**config.mk**
```make
export PLATFORM = sky130hd
export DESIGN_NAME = divider_signed_seq_param
export DESIGN_NICKNAME = d
export VERILOG_FILES = /design/src/rtl/divider_signed_seq_param.sv
export SDC_FILE = /design/constraint.sdc
export NUM_CORES = 1
export LEC_CHECK = 0
export CORE_MARGIN = 2
export CORE_UTILIZATION = 51
export DETAILED_ROUTE_END_ITERATION = 10
export PLACE_DENSITY_LB_ADDON = 0.1
export SETUP_SLACK_MARGIN = 0.4
export SYNTH_ARGS = -nofsm -noshare
export SYNTH_HDL_FRONTEND = slang
export SYNTH_SLANG_ARGS = --single-unit
```
**constraint.sdc**
```tcl
create_clock -name clk -period 3.52 [get_ports clk]
set_input_delay 0.704 -clock clk [delete_from_list [all_inputs] [get_ports clk]]
set_output_delay 0.704 -clock clk [all_outputs]
set_load 0.02 [all_outputs]
```
**src/rtl/divider_signed_seq_param.sv**
```systemverilog
// Iterative signed divider: restoring division on magnitudes, one quotient bit per clock,
// with sign fix-up and saturation registered as the result enters DONE.
//
// state | meaning
// IDLE  | waiting for operands, in_ready=1
// CALC  | restoring steps; a zero divisor passes through for a single edge
// DONE  | result held with out_valid=1 until out_ready
module divider_signed_seq_param #(
  parameter int DATA_IN_WIDTH  = 8,
  parameter int DATA_OUT_WIDTH = 8
) (
  input  logic                      clk,
  input  logic                      rst,
  input  logic                      in_valid,
  output logic                      in_ready,
  input  logic [DATA_IN_WIDTH-1:0]  dividend,
  input  logic [DATA_IN_WIDTH-1:0]  divisor,
  output logic                      out_valid,
  input  logic                      out_ready,
  output logic [DATA_OUT_WIDTH-1:0] quotient,
  output logic [DATA_IN_WIDTH-1:0]  remainder,
  output logic                      div_by_zero,
  output logic                      overflow
);

  localparam int W  = DATA_IN_WIDTH;
  localparam int O  = DATA_OUT_WIDTH;
  localparam int CW = $clog2(W + 1);

  localparam logic [1:0] S_IDLE = 2'd0;
  localparam logic [1:0] S_CALC = 2'd1;
  localparam logic [1:0] S_DONE = 2'd2;

  localparam logic [O-1:0] MAXQ     = {1'b0, {(O-1){1'b1}}};
  localparam logic [O-1:0] MINQ     = {1'b1, {(O-1){1'b0}}};
  localparam logic [W-1:0] MAXQ_MAG = W'((64'd1 << (O - 1)) - 64'd1);
  localparam logic [W-1:0] MINQ_MAG = W'(64'd1 << (O - 1));

  logic [1:0]    state;
  logic [CW-1:0] cnt;
  logic [W:0]    rem_q;
  logic [W-1:0]  dvd_q;
  logic [W-1:0]  dsr_q;
  logic          sd_q;
  logic          sv_q;
  logic          dz_q;

  logic [W+1:0]  rem_sh;
  logic [W+1:0]  dsr_ext;
  logic          take;
  logic [W:0]    rem_nx;
  logic [W-1:0]  dvd_nx;
  logic [W-1:0]  r_src;
  logic [W-1:0]  r_fix;
  logic [O-1:0]  q_fix;
  logic          ovf_fix;
  logic          qneg;

  assign in_ready  = (state == S_IDLE);
  assign out_valid = (state == S_DONE);

  // Dividend magnitude doubles as the quotient shift register: bits leave at the top, quotient bits enter at the bottom.
  always_comb begin
    rem_sh  = {rem_q, dvd_q[W-1]};
    dsr_ext = {2'b00, dsr_q};
    take    = (rem_sh >= dsr_ext);
    rem_nx  = take ? (W+1)'(rem_sh - dsr_ext) : (W+1)'(rem_sh);
    dvd_nx  = {dvd_q[W-2:0], take};
  end

  always_comb begin
    qneg    = sd_q ^ sv_q;
    q_fix   = '0;
    ovf_fix = 1'b0;
    if (dz_q) begin
      q_fix = sd_q ? MINQ : MAXQ;
    end else if (!qneg) begin
      if (dvd_nx > MAXQ_MAG) begin
        q_fix   = MAXQ;
        ovf_fix = 1'b1;
      end else begin
        q_fix = O'(dvd_nx);
      end
    end else begin
      if (dvd_nx > MINQ_MAG) begin
        q_fix   = MINQ;
        ovf_fix = 1'b1;
      end else begin
        q_fix = O'(-dvd_nx);
      end
    end
    // On a zero divisor the untouched dividend magnitude is returned as the remainder.
    r_src = dz_q ? dvd_q : rem_nx[W-1:0];
    r_fix = sd_q ? -r_src : r_src;
  end

  always_ff @(posedge clk or posedge rst) begin
    if (rst) begin
      state       <= S_IDLE;
      cnt         <= '0;
      rem_q       <= '0;
      dvd_q       <= '0;
      dsr_q       <= '0;
      sd_q        <= 1'b0;
      sv_q        <= 1'b0;
      dz_q        <= 1'b0;
      quotient    <= '0;
      remainder   <= '0;
      div_by_zero <= 1'b0;
      overflow    <= 1'b0;
    end else begin
      case (state)
        S_IDLE: begin
          if (in_valid) begin
            dvd_q <= dividend[W-1] ? -dividend : dividend;
            dsr_q <= divisor[W-1] ? -divisor : divisor;
            sd_q  <= dividend[W-1];
            sv_q  <= divisor[W-1];
            rem_q <= '0;
            dz_q  <= (divisor == '0);
            cnt   <= (divisor == '0) ? CW'(1) : CW'(W);
            state <= S_CALC;
          end
        end
        S_CALC: begin
          rem_q <= rem_nx;
          dvd_q <= dvd_nx;
          cnt   <= cnt - CW'(1);
          if (cnt == CW'(1)) begin
            quotient    <= q_fix;
            remainder   <= r_fix;
            div_by_zero <= dz_q;
            overflow    <= ovf_fix;
            state       <= S_DONE;
          end
        end
        S_DONE: begin
          if (out_ready) begin
            div_by_zero <= 1'b0;
            overflow    <= 1'b0;
            state       <= S_IDLE;
          end
        end
        default: state <= S_IDLE;
      endcase
    end
  end

endmodule

```
## Yosys cells after proc, flatten, opt, wreduce, memory -nomap -nowiden

Index checks and enable logic that the tools add are counted.

| storage, ports and cells | value |
|---|---|
| register bits after elaboration | 52 |
| input port bits | 20 |
| word-level logic and storage cells | 67 |

| cells by class | value |
|---|---|
| add/subtract/negate cells | 6 |
| order comparisons | 3 |
| eq/ne operators | 6 |
| mux-type cells | 30 |
| bitwise logic cells | 1 |
| reductions and logical operators | 9 |

Operators with widths:

| operator | count |
|---|---|
| $mux 8 | 10 |
| $neg 8->8 | 4 |
| $mux 9 | 2 |
| $pmux 9 s2 | 1 |
| $pmux 8 s2 | 1 |
| $ge 10x8->1 | 1 |
| $sub 9x8->9 | 1 |
| $gt 8x7->1 const B | 1 |
| $gt 8x8->1 const B | 1 |
| $logic_not 8->1 | 1 |
| $mux 4 | 2 |
| $pmux 4 s2 | 1 |
| $mux 1 | 7 |
| $mux 2 | 3 |
| $pmux 2 s3 | 1 |
| $reduce_and 2->1 | 3 |
| $reduce_and 3->1 | 2 |
| $eq 4x1->1 const B | 1 |
| $ne 2x2->1 const B | 2 |
| $pmux 1 s2 | 2 |
| $reduce_bool 2->1 | 2 |
| $sub 4x1->4 const B | 1 |
| $eq 2x1->1 const B | 1 |
| $eq 2x2->1 const B | 1 |
| other kinds (3) | 3 |

## Logic depth before layout (Yosys ltp)

| logic depth | value |
|---|---|
| word-level depth | 7 |
| depth in mapped cells | 17 |
| depth with buffers taken out | 16 |

## Least setup slack after synthesis

OpenSTA, ideal clock, no wires.

| timing path | value |
|---|---|
| kind | register -> register |
| from | reg dvd_q[7] |
| to | reg quotient[2] |
| data arrival time | 3.309 ns |
| required time | 3.453 ns |
| setup slack | 0.145 ns |
| stages on the path, launching flop included | 17 |
| clock period less this slack | 3.375 ns |
| cell sequence | dfrtp_1 inv_1 ha_1 inv_1 fa_1 nand3_1 a31o_4 nand2_4 inv_1 clkbuf_1 ha_1 nand2_1 or3_1 o21ai_0 nand2_1 o311ai_0 a22o_1 |

| between the ends | value |
|---|---|
| word-level cells in the longest chain between the ends | 5 |
| elaborated cells between the ends (all ways) | 8 |

Ends and longest elaborated chain:

| item | RTL line | text |
|---|---|---|
| start, declared | 42 | `logic [W-1:0] dvd_q;` |
| start signal, assigned | 115 | `dvd_q <= dividend[W-1] ? -dividend : dividend;` |
| start signal, assigned | 127 | `dvd_q <= dvd_nx;` |
| $ge 10x8->1 (*) | 66 | `take = (rem_sh >= dsr_ext);` |
| $neg 8->8, or another cell as far along | 89 | `q_fix = O'(-dvd_nx);` |
| $mux 8, on equally long branches | 85, 78 |  |
| $mux 8 (*) | 77 | `end else if (!qneg) begin` |
| $mux 8 (*) | 75 | `if (dz_q) begin` |
| end signal, assigned | 130 | `quotient <= q_fix;` |
| end, declared | 20 | `output logic [DATA_OUT_WIDTH-1:0] quotient,` |

Mark *: on every way between the ends. The rest lies on a longest branch, timed or not.
A chain may end at the register's enable or synchronous reset.

## Worst setup path after layout

Ends and elaborated chain as after synthesis.

==> run_results.csv <==
group,metric,value,unit
cells_and_area,layout_common_cells,"58 x nand2_1, 52 x dfrtp_1, 39 x clkdlybuf4s50_1",
sta,finalSetupViolations,0,
power_and_ir_drop,p_sw_frac,0.4833,
yosys,mappedNetlistArea,3481,um^2
power_and_ir_drop,p_leak,1.794,nW
floorplanning,coreArea,6681,um^2
worst_setup_path,end_kind,"flop",
power_and_ir_drop,switchingPower,2.030,mW
drt,via_count,2995,
floorplanning,floorplan.die_area,7502,um^2
worst_setup_path,crit_family,"compound AO/OA/AOI/OAI gates",
worst_setup_path,critPathBufInv,3,
run,maxCapViolations,0,
yosys,ys_ff_latch,52,
sta,worst_pin_slew,787.8,ps
worst_setup_path,crit_fanout,6,
cells_and_area,areaGrowthSynthToFinish,18.84,%
clocking,cts_tree,"done",
yosys,synth_ff_type,"dfrtp_1",
worst_setup_path,slowest_stage,"dfrtp_1",
yosys,yosysWarnings,0,
worst_setup_path,start_kind,"flop",
drt,first_pass_iters,4,
drt,drtIter0Drc,210,
sta,drv_slew,0,
clocking,clkTransAtPathRegs,100,ps
place,gp_congestion,0.9400,
clocking,ctsHoldBuffers,0,
drt,drt_wl_total,8.251,mm
clocking,clockRootBuffer,"clkbuf_8",
sta,min_period_over_period,0.8548,
floorplanning,row_count,30,
cells_and_area,antenna_cells,0,
grt,grt_usage,0.2318,
cells_and_area,fin_cells,519,
drt,detail_route.wl_per_cell,15.90,um
cells_and_area,final_util,0.6191,
worst_setup_path,cp_cell_sequence,"inv_2, ha_2, inv_1, fa_2, nand3_4, a31o_4, nand2_8, inv_4, ha_4, nand2_2, or3_4, o21ai_4, nand2_1, o311ai_2, a22o_1",
power_and_ir_drop,pwr-share-comb,0.663,
worst_setup_path,regToRegSetupSlack,510,ps
grt,grt_overflow,0,
drt,drc,0,
worst_setup_path,arrival,3270,ps
power_and_ir_drop,power_density,1015,nW/um^2
drt,via_per_inst,5.771,
yosys,avgSynthCellArea,8.680,um^2
clocking,clockBufferDepth,2,
yosys,syn_inst,401,
power_and_ir_drop,clkPwrFrac,0.087,
sta,setup_tns,0,ps
grt,grt_pass1_wl,13.90,mm
place,dp.cells,506,
place,dpl.hpwl,6.164,mm
power_and_ir_drop,seq_power_share,0.250,
power_and_ir_drop,internal_power,2.170,mW
clocking,h-tree-depth,2,
sta,final.setup.worst_slack,511.1,ps
worst_setup_path,cp.required,3780,ps
floorplanning,fp.dieH,86.62,um
cells_and_area,layout_commonest_cell,"nand2_1",
outcome,status,"finished, final reports clean",
place,place_area,3928,um^2
floorplanning,initial_core_util,0.5210,
grt,grt_pass1_vias,2786,
cells_and_area,drive_gt1_frac,0.1093,
power_and_ir_drop,ir_worst_vdd,425.2,uV
yosys,synth_edf_count,0,
worst_hold_path,hold_class,"flop to flop",
grt,antenna_found_initial,0,
clocking,cts_made_buffers,5,
cells_and_area,nNetsFinal,476,
worst_setup_path,path_class,"flop to flop",
cells_and_area,fin_area,4136,um^2
sta,max-slew-margin-rel,0.4713,
yosys,ys_seq_area_frac,0.3738,
yosys,synthArstFlopShare,1.000,
floorplanning,die_w,86.62,um
sta,finalHoldViolCount,0,
cells_and_area,multi_input_area,2041,um^2
sta,finalCriticalPeriod,3009,ps
place,numPortBuffers,39,
clocking,clock-sinks,52,
place,post-place-ws,282.8,ps
sta,rsz0062_at_grt,"no",
cells_and_area,seq_area,1301,um^2
sta,skew,9.539,ps
drt,postRouteAntennaNets,0,
sta,max_freq,332.3,MHz
worst_setup_path,cpPeakStageDelay,420,ps
grt,grt_max_degree,31,
clocking,insertion_delay,310,ps
yosys,ys_types,57,
cells_and_area,nFillCells,570,
yosys,syn_nets,438,
floorplanning,ios,40,
-- path summary, 6_finish.rpt --
| kind | start | end | cells after the start |
|---|---|---|---|
| worst max-delay path | dvd_q[7] | quotient[2] | 15 |
| worst min-delay path | quotient[1] | quotient[1] | 2 |
| worst max register to register | dvd_q[7] | quotient[2] | 15 |
| worst min register to register | quotient[1] | quotient[1] | 2 |
| max in group asynchronous | rst | rem_q[5] | 3 |
| min in group asynchronous | rst | cnt[3] | 2 |
-- repair_timing --
action / CTS / global route
pin swaps: 0 / 7
buffers inserted: 0 / 6
endpoints found under the setup margin: 3 / 10
gates resized for setup: 3 / 15
-- layer usage --
metal	GRT usage	wire length, um
met5	0	0
met4	0.06392	126
met3	0.03905	381
met2	0.3748	3840
met1	0.3217	3902
-- tightest hold or removal path, delay by kind of cell (launching register included) --
family           cells  cell delay (ps)
flip-flops           1              360
AND/OR/NAND/NOR      2               90
-- flip-flops by register name, indices dropped and copies added, names as in the netlist, 2 cells and up --
register,count
dvd_q,8
state,2
quotient,8
cnt,4
remainder,8
dsr_q,8
rem_q,9
-- cell families after synthesis --
group,synth area share
flip-flops,0.3738
XOR/XNOR,0.06290
AND/OR/NAND/NOR,0.1535
adder cells (fa/ha/maj),0.06326
multiplexers,0.03019
buffers and inverters,0.06111
AO/OA/AOI/OAI,0.2552
-- area by class of cell --
type                            count  area share
Inverter                           32     0.02964
Multi-Input combinational cell    297      0.4933
Timing Repair Buffer               51      0.1162
Sequential cell                    52      0.3146
Clock buffer                        6     0.01996
Tap cell                           80     0.02420
Clock inverter                      1    0.002117
-- stage by stage --
step           hold slack (ps)  power, mW
3_5_place_dp             459.4      3.613
6_report                 475.4      4.200
4_1_cts                  483.6      3.999
5_1_grt                  497.3      4.561
3_3_place_gp             451.3      3.599
2_1_floorplan            448.5      2.985
-- power groups by stage --
stage	Combinational [mW]	Sequential (mW)	Clock, mW
3_3_place_gp	2.55	1.05	0
4_1_cts	2.58	1.04	0.376
5_1_grt	3.09	1.08	0.389
6_report	2.79	1.05	0.363
3_5_place_dp	2.56	1.05	0
2_1_floorplan	1.95	1.03	0
-- synth_stat cells (2+ instances only) --
cell / instances / area, um^2
a2111oi_0: 2 / 17.52
a211oi_1: 2 / 15.01
a21o_1: 2 / 15.01
a21oi_1: 27 / 135.1
a22o_1: 6 / 52.55
a22oi_1: 2 / 15.01
a31oi_1: 4 / 25.02
and2_1: 3 / 18.77
clkbuf_1: 18 / 67.56
dfrtp_1: 52 / 1301
ha_1: 16 / 200.2
inv_1: 32 / 120.1
mux2_2: 4 / 45.04
mux2i_1: 6 / 60.06
nand2_1: 59 / 221.5
nand2b_1: 2 / 12.51
nand3_1: 8 / 40.04
nand4_1: 2 / 12.51
nand4_2: 2 / 25.02
nor2_1: 19 / 71.32
nor2b_1: 4 / 25.02
nor3_1: 5 / 25.02
nor4_1: 2 / 12.51
o211ai_1: 3 / 22.52
o21a_1: 2 / 15.01
o21ai_0: 38 / 190.2
o21ai_1: 3 / 15.01
o22ai_1: 8 / 50.05
o31a_1: 2 / 17.52
o31ai_1: 11 / 82.58
o41ai_1: 4 / 35.03
or3_1: 3 / 18.77
xnor2_1: 9 / 78.83
xor2_1: 16 / 140.1
No activity file was read; power rests on OpenSTA's default activity.
